`src/rtl/gpr_pkg.sv`:
```
// Shared defaults and helpers for the parametrised general-purpose register file.
package gpr_pkg;

    localparam int DEF_DATA_W  = 32;
    localparam int DEF_ADDR_W  = 5;
    localparam int DEF_NUM_RD  = 2;
    localparam int DEF_OVF_REG = 30;

    localparam int READ_LAT_COMB = 0;
    localparam int READ_LAT_REG  = 1;

    // Low bit of field k in a bus of w-bit fields packed from bit 0 upward.
    function automatic int port_lo(input int k, input int w);
        return k * w;
    endfunction

endpackage

```
`src/rtl/gpr_file_mp_scoreboard.sv`:
```
// Pending-write scoreboard: one busy bit per register plus a saturating count of busy registers.
module gpr_scoreboard
    import gpr_pkg::*;
#(
    parameter int ADDR_W   = DEF_ADDR_W,
    parameter int ZERO_REG = 1
) (
    input  logic                     clk,
    input  logic                     reset_n,
    input  logic                     iss_valid,
    input  logic [ADDR_W-1:0]        iss_addr,
    input  logic                     we,
    input  logic [ADDR_W-1:0]        wr_addr,
    output logic [(1<<ADDR_W)-1:0]   busy,
    output logic [ADDR_W:0]          pend_cnt
);

    localparam int DEPTH = 1 << ADDR_W;
    localparam logic [ADDR_W:0] CNT_MAX = (ADDR_W+1)'(DEPTH);

    logic [DEPTH-1:0] set_vec, clr_vec, busy_nxt;
    logic             inc, dec;
    logic [ADDR_W:0]  cnt_nxt;

    // OR-ing the set after the clear lets a fresh issue survive a same-cycle writeback.
    always_comb begin
        set_vec = '0;
        clr_vec = '0;
        if (iss_valid && !(ZERO_REG != 0 && iss_addr == '0))
            set_vec[iss_addr] = 1'b1;
        if (we)
            clr_vec[wr_addr] = 1'b1;
        busy_nxt = (busy & ~clr_vec) | set_vec;
        inc      = |(busy_nxt & ~busy);
        dec      = |(busy & ~busy_nxt);
        cnt_nxt  = pend_cnt;
        if (inc && !dec && pend_cnt != CNT_MAX)
            cnt_nxt = pend_cnt + (ADDR_W+1)'(1);
        else if (dec && !inc && pend_cnt != '0)
            cnt_nxt = pend_cnt - (ADDR_W+1)'(1);
    end

    always_ff @(posedge clk or negedge reset_n) begin
        if (!reset_n) begin
            busy     <= '0;
            pend_cnt <= '0;
        end else begin
            busy     <= busy_nxt;
            pend_cnt <= cnt_nxt;
        end
    end

endmodule

```
`src/rtl/gpr_file_mp.sv`:
```
// Parametrised register file: N read ports, optional bypass or registered reads,
// sticky overflow status and a pending-write scoreboard.
module gpr_file_mp
    import gpr_pkg::*;
#(
    parameter int DATA_W   = DEF_DATA_W,
    parameter int ADDR_W   = DEF_ADDR_W,
    parameter int NUM_RD   = DEF_NUM_RD,
    parameter int ZERO_REG = 1,
    parameter int OVF_REG  = DEF_OVF_REG,
    parameter int BYPASS   = 1,
    parameter int READ_LAT = READ_LAT_COMB
) (
    input  logic                     clk,
    input  logic                     reset_n,
    input  logic [NUM_RD*ADDR_W-1:0] rd_addr,
    output logic [NUM_RD*DATA_W-1:0] rd_data,
    output logic [NUM_RD-1:0]        rd_busy,
    input  logic                     we,
    input  logic [ADDR_W-1:0]        wr_addr,
    input  logic [DATA_W-1:0]        wr_data,
    input  logic                     overflow,
    input  logic                     ovf_clr,
    output logic                     ovf_flag,
    input  logic                     iss_valid,
    input  logic [ADDR_W-1:0]        iss_addr,
    output logic [ADDR_W:0]          pend_cnt
);

    localparam int DEPTH = 1 << ADDR_W;
    localparam logic [ADDR_W-1:0] OVF_IDX = ADDR_W'(OVF_REG);

    logic [DATA_W-1:0] regs [DEPTH];
    logic [DEPTH-1:0]  busy;
    logic              wr_ok, wr_norm, ovf_set;

    assign wr_ok   = !(ZERO_REG != 0 && wr_addr == '0);
    assign wr_norm = we && !overflow && wr_ok;
    assign ovf_set = we && overflow;

    // Statement order encodes priority: clear < normal write data < overflow set.
    always_ff @(posedge clk or negedge reset_n) begin
        if (!reset_n) begin
            for (int i = 0; i < DEPTH; i++)
                regs[i] <= '0;
            ovf_flag <= 1'b0;
        end else begin
            if (ovf_clr) begin
                regs[OVF_IDX][0] <= 1'b0;
                ovf_flag         <= 1'b0;
            end
            if (wr_norm)
                regs[wr_addr] <= wr_data;
            if (ovf_set) begin
                regs[OVF_IDX][0] <= 1'b1;
                ovf_flag         <= 1'b1;
            end
        end
    end

    gpr_scoreboard #(
        .ADDR_W   (ADDR_W),
        .ZERO_REG (ZERO_REG)
    ) u_sb (
        .clk       (clk),
        .reset_n   (reset_n),
        .iss_valid (iss_valid),
        .iss_addr  (iss_addr),
        .we        (we),
        .wr_addr   (wr_addr),
        .busy      (busy),
        .pend_cnt  (pend_cnt)
    );

    for (genvar k = 0; k < NUM_RD; k++) begin : g_rd
        logic [ADDR_W-1:0] addr;
        assign addr       = rd_addr[port_lo(k, ADDR_W) +: ADDR_W];
        assign rd_busy[k] = busy[addr];

        if (READ_LAT == READ_LAT_REG) begin : g_reg
            logic [DATA_W-1:0] nxt, rd_p1;
            // Mirror the storage update so the registered read is write-first.
            always_comb begin
                nxt = regs[addr];
                if (ovf_clr && addr == OVF_IDX) nxt[0] = 1'b0;
                if (wr_norm && addr == wr_addr) nxt = wr_data;
                if (ovf_set && addr == OVF_IDX) nxt[0] = 1'b1;
                if (ZERO_REG != 0 && addr == '0) nxt = '0;
            end
            always_ff @(posedge clk or negedge reset_n) begin
                if (!reset_n) rd_p1 <= '0;
                else          rd_p1 <= nxt;
            end
            assign rd_data[port_lo(k, DATA_W) +: DATA_W] = rd_p1;
        end else begin : g_comb
            logic [DATA_W-1:0] cur;
            always_comb begin
                cur = regs[addr];
                if (BYPASS != 0 && wr_norm && addr == wr_addr) cur = wr_data;
                if (ZERO_REG != 0 && addr == '0) cur = '0;
            end
            assign rd_data[port_lo(k, DATA_W) +: DATA_W] = cur;
        end
    end

endmodule
```
`config.mk`:
```
export PLATFORM = sky130hd
export DESIGN_NAME = gpr_file_mp
export DESIGN_NICKNAME = d
export VERILOG_FILES = /design/src/rtl/gpr_pkg.sv /design/src/rtl/gpr_file_mp_scoreboard.sv /design/src/rtl/gpr_file_mp.sv
export SDC_FILE = /design/constraint.sdc
export NUM_CORES = 2
export LEC_CHECK = 0
export CORE_MARGIN = 3
export CORE_UTILIZATION = 51
export DETAILED_ROUTE_END_ITERATION = 16
export MAX_ROUTING_LAYER = met4
export PLACE_DENSITY = 0.79
export SLEW_MARGIN = 20
export SYNTH_ARGS = -nofsm -noshare
export SYNTH_HDL_FRONTEND = slang
export SYNTH_SLANG_ARGS = --single-unit
```
`constraint.sdc`:
```
create_clock -name clk -period 9.5 [get_ports clk]
set_input_delay 1.9 -clock clk [delete_from_list [all_inputs] [get_ports clk]]
set_output_delay 1.9 -clock clk [all_outputs]
set_load 0.05 [all_outputs]
```
Yosys cells after proc, flatten, opt, wreduce, memory -nomap -nowiden
Cells that the tools add are included.

Add/subtract/negate cells: 2. $lt $le $gt $ge: 10. Bitwise logic cells: 10. Multiplexer cells: 30. Reductions and logical operators: 27. Equal/unequal tests: 3.

Operators with widths (count): bitwise mux 1024 bit (1); 2-to-1 mux 32 bit (11); binary-select mux 32 bit (select 5 bit) (2); demux 32 bit (select 5 bit) (1); AND 32 bit (3); NOT 32 bit (3); OR reduction 32 bit (2); 2-to-1 mux 33 bit (1); bitwise OR 32 bit (1); < comparator 5 x 6 -> 1 bit (second input constant) (4); zero test 5 bit (4); >= comparator 6 bit (second input constant) (3); NOT 5 -> 6 bit (3); logical AND 1 bit (13); 2-to-1 mux 6 bit (2); binary-select mux 1 bit (select 5 bit) (2); demux 1 bit (select 5 bit) (2); equality test 5 bit (2); >= comparator 5 x 1 -> 1 bit (second input constant) (2); 2-to-1 mux 1 bit (8); adder 6 x 1 -> 6 bit (second input constant) (1); < comparator 6 x 1 -> 1 bit (second input constant) (1); inequality test 6 bit (second input constant) (1); nonzero test 6 bit (1); 3 further kinds (8).

Register bits after elaboration: 1063. Bits of input ports: 58. Output and inout port bits: 73. Logic and storage cells: 118.

Depth between registers and ports, before layout
Word-level depth: 15. Mapped depth: 18. Gate-level depth less buffers: 15.

Hierarchy
A second synthesis with hierarchy kept.

Cells, all modules: 4389. Area, all modules: 59395.7 um^2.

Modules (own cells, without submodules): gpr_file_mp (instances 1, sequential area each 25649.6 um^2, area an instance 56704.4 um^2, cells each 4069); gpr_scoreboard (instances 1, sequential area each 950.9 um^2, area an instance 2691.3 um^2, cells each 320).

Worst setup path before layout
OpenSTA, ideal clock, no wires.

Path type: input-to-output. From: input rd_addr[0]. To: output rd_data[10]. Data arrival time: 4.790 ns. Stages: 10. Setup slack: 2.810 ns. Data required time: 7.600 ns. Buffers on the path: 5. Cells stage by stage: buf_2 buf_2 buf_2 buf_2 xor2_1 nor3_1 nand4_1 clkbuf_1 nor2_1 a211oi_1.

Longest elaborated chain between the ends: 6. Elaborated cells on any way between the ends: 9. Those cells by class: eq/ne: 1; mux: 5; bitwise: 1; reduce/logical: 2.

Ends and longest elaborated chain: start: declaration (line gpr_file_mp.sv:16) `input logic [NUM_RD*ADDR_W-1:0] rd_addr,`; NOT 5 -> 6 bit (not written as such) (line gpr_file_mp.sv:98) `cur = regs[addr];`; binary-select mux 32 bit (select 5 bit) (line gpr_file_mp.sv:98); 2-to-1 mux 32 bit (not written as such) (2 in series) (line gpr_file_mp.sv:98); 2-to-1 mux 32 bit (line gpr_file_mp.sv:99) `if (BYPASS != 0 && wr_norm && addr == wr_addr) cur = wr_data;`; 2-to-1 mux 32 bit * (line gpr_file_mp.sv:100) `if (ZERO_REG != 0 && addr == '0) cur = '0;`; end: declaration (line gpr_file_mp.sv:17) `output logic [NUM_RD*DATA_W-1:0] rd_data,`.

Every way passes the cells marked *; elsewhere a longest branch is shown, timed or not. The select of a mux whose other input is x is not followed.

Final worst setup path
From: input wr_addr[3]. To: output rd_data[58].

Longest elaborated chain between the ends: 6. Elaborated cells on any way between the ends: 7. Those cells by class: eq/ne: 1; mux: 2; reduce/logical: 4.

Ends and longest elaborated chain: start: declaration (line gpr_file_mp.sv:20) `input logic [ADDR_W-1:0] wr_addr,`; zero test 5 bit (line gpr_file_mp.sv:37) `assign wr_ok = !(ZERO_REG != 0 && wr_addr == '0);`; zero test 1 bit (line gpr_file_mp.sv:37); logical AND 1 bit (line gpr_file_mp.sv:38) `assign wr_norm = we && !overflow && wr_ok;`; logical AND 1 bit * (line gpr_file_mp.sv:99); 2-to-1 mux 32 bit * (line gpr_file_mp.sv:99); 2-to-1 mux 32 bit * (line gpr_file_mp.sv:100).

Every way passes the cells marked *; elsewhere a longest branch is shown, timed or not.

==> impl_metrics.ini <==
[final_layout]
fin_area_sq_um = 64300
layout-drive-gt1-share_pct = 52.0
areaGrowthSynthToFinish_pct = 10.7
fillers = 8492
nets = 3736

[yosys]
ys_warn_count = 0
seq_area_frac_synth_pct = 45.8
synth_top_area_share_pct = 45.8
synth.area.top_cells = dfrtp_1 46%, mux4_2 24%, mux2_2 19%
async_reset_ff_share_pct = 100
synth_fp_nets = 3860
ys_seq_elements = 1063
syn_area_sq_um = 58100
synth_top_flop_cell = dfrtp_1
synth-edff-count = 0
yosys.area.top_type = dfrtp_1
avgSynthCellArea_sq_um = 15.3
yosysUniqueCellTypes = 63
synthCells = 3797

[floorplan]
ios = 131
chipHeight_microns = 343
core_region_area_sq_um = 113000
rows = 123
die_w_microns = 343
dieArea_sq_um = 118000
start_util_pct = 51.5

[route]
drt_iter0_markers = 4295
wl_per_cell_microns = 30.8
ant_nets = 0
vias_per_cell = 6.93
first_pass_iters = 6
wirelength_microns = 162000
drcViolationCount = 0
vias = 36500

[timing]
finalCriticalPeriod_ps = 8060
tightest_slew_ps = 1160
hold_viol = 0
max_freq_ghz = 0.124
rsz0062_at_grt = no
finClkSkew_ps = 18.9
finalCritPeriodShare_pct = 84.9
setup_viol = 0
drv_slew = 0
maxSlewHeadroom_pct = 22.9
fin_tns_setup_ps = 0

[clock_tree]
clk_latency_ps = 710
cts_buffer_depth = 3
h-tree-depth = 3
cts-resized-gates = 0
cts.sinks = 1063
cts-buffers-inserted = 110
cts_setup_buffers = 0
cts_root_buf = clkbuf_16
path_clk_slew_ps = 60
ctsHoldBuffers = 0
cts_tree = done

[global_route]
grt-ovfl-total = 0
grt_max_degree = 185
grt_use_total_pct = 28.7
grt_pass1_vias = 37600
grt_pass1_wl_microns = 246000
antenna_found_initial = 6

[setup_path]
slowest_delay_ps = 930
cp-end-kind = output pin
path_class = in -> out
crit_fanout = 41
crit_path_start_kind = primary input
critPathRequiredTime_ps = 7600
worstPathArrival_ps = 6160
critPathMostFrequentCell = clkdlybuf4s50_1
slowest_stage = clkdlybuf4s50_1
path_cells = clkdlybuf4s50_1 > nor3_2 > a21oi_1 > nand4_1 > buf_4 > nor2_1 > a211oi_1 > clkdlybuf4s50_1

[power]
pwr-share-comb_pct = 20.0
cellLeakagePower_nw = 28.0
peakVddDrop_mv = 0.176
p_per_area_nw_per_um2 = 197
power.share.switching_pct = 27.6
p_int_mw = 9.19
power.switching_mw = 3.50
p_seq_share_pct = 44.2
pwr-share-clk_pct = 35.8

[job]
max_cap_viol_count = 0

[place]
port_buffers = 130
gp_routability_congestion = 0.872
post_dp_cell_area_sq_um = 60500
dp.final_hpwl_microns = 88300

[status]
status = completed

[worst_hold_path]
hold_class = reg -> reg
cell families after synthesis:
family | Yosys count | synth area share (%)
DFF | 1063 | 45.8
xor gates and xnor gates | 16 | 0.241
muxes | 1717 | 45.2
and+or+nand+nor | 290 | 2.48
adders and majority gates | 5 | 0.121
buffers and inverters | 457 | 3.19
AOI/OAI and AO/OA | 249 | 2.99
worst paths after layout:
path,start,endpoint,slack [ps],depth (start not counted)
min in group asynchronous,reset_n,regs[725],1200,1
min,regs[1001],regs[1001],390,0
max in group asynchronous,reset_n,regs[898],6260,3
max,wr_addr[3],rd_data[58],1440,8
min reg2reg,regs[1001],regs[1001],390,0
max reg2reg,u_sb.busy[6],u_sb.pend_cnt[5],5830,14
Yosys cell counts, types with 31 or more instances:
master	number
a211oi_1	118
a21oi_1	43
buf_1	77
buf_2	96
clkbuf_1	277
dfrtp_1	1063
mux2_2	997
mux2i_1	97
mux4_2	622
nand2_1	87
nor2_1	96
nor2b_1	39
o2111ai_1	31
final cells by class:
class | instances | area, sq um | share of cell area [%]
multi-input cells | 2277 | 29800 | 46.4
repair buffers | 217 | 2130 | 3.31
clock buffers | 163 | 3260 | 5.07
flip-flops and latches | 1063 | 26600 | 41.4
clock inverters | 38 | 561 | 0.872
diodes | 6 | 15.0 | 0.0234
inverters | 4 | 15.0 | 0.0234
well taps | 1500 | 1880 | 2.92
sequential cells by signal (all words and copies together), names as in the netlist:
| signal | count |
|---|---|
| u_sb.busy | 32 |
| regs | 1024 |
| ovf_flag | 1 |
| u_sb.pend_cnt | 6 |
worst max-delay path: cells and delay by family:
family | cells | cell delay, ps
buffers and inverters | 3 | 2330
and+or+nand+nor | 3 | 1070
AOI/OAI and AO/OA | 2 | 860
placed cells by master, fill, tap and decap left out, drive strengths merged, types with 9 or more instances in the layout:
cell type	netlist	final
nor3	13	13
clkdlybuf4s50	0	101
mux4	622	622
a21oi	44	44
nor2b	39	39
a211oi	118	118
nand4	10	10
o2111ai	31	31
buf	176	116
clkbuf	277	163
xnor2	9	9
mux2i	97	97
dfrtp	1063	1063
bufinv	0	11
clkinv	0	22
nor2	96	96
o21ai	29	29
mux2	998	998
nand2	87	87
power groups by stage:
stage               sequential [mW]  clock (mW)  combinational (mW)
global placement               5.61           0                2.47
CTS                            5.59        4.60                2.54
detailed placement             5.66           0                2.53
global route                   5.68        4.79                2.70
finish                         5.61        4.55                2.53
floorplan                      5.54           0                1.88
per-layer routing:
metal / vias to the layer above / wire, microns / global-route usage [%] / share of wire (%)
li1: 14600 / - / - / -
met1: 19800 / 65400 / 39.2 / 40
met2: 1806 / 76900 / 43.6 / 47
met3: 379 / 14500 / 6.01 / 8.9
met4: 0 / 5520 / 9.14 / 3.4
met5: - / 0 / - / 0
metrics by stage:
| step | cells | power, mW | setup slack [ps] | util [%] | hold WS [ps] |
|---|---|---|---|---|---|
| global route | 5268 | 13.2 | 1190 | 57.0 | 411 |
| detailed placement | 5061 | 8.19 | 1170 | 53.7 | 384 |
| CTS | 5262 | 12.7 | 1150 | 57.0 | 398 |
| floorplan | 3797 | 7.41 | 2810 | - | 441 |
| global placement | 5059 | 8.08 | 1310 | 53.6 | 376 |
| finish | 5268 | 12.7 | 1440 | 57.0 | 392 |
Note: power is estimated with default switching activity, not from simulation.
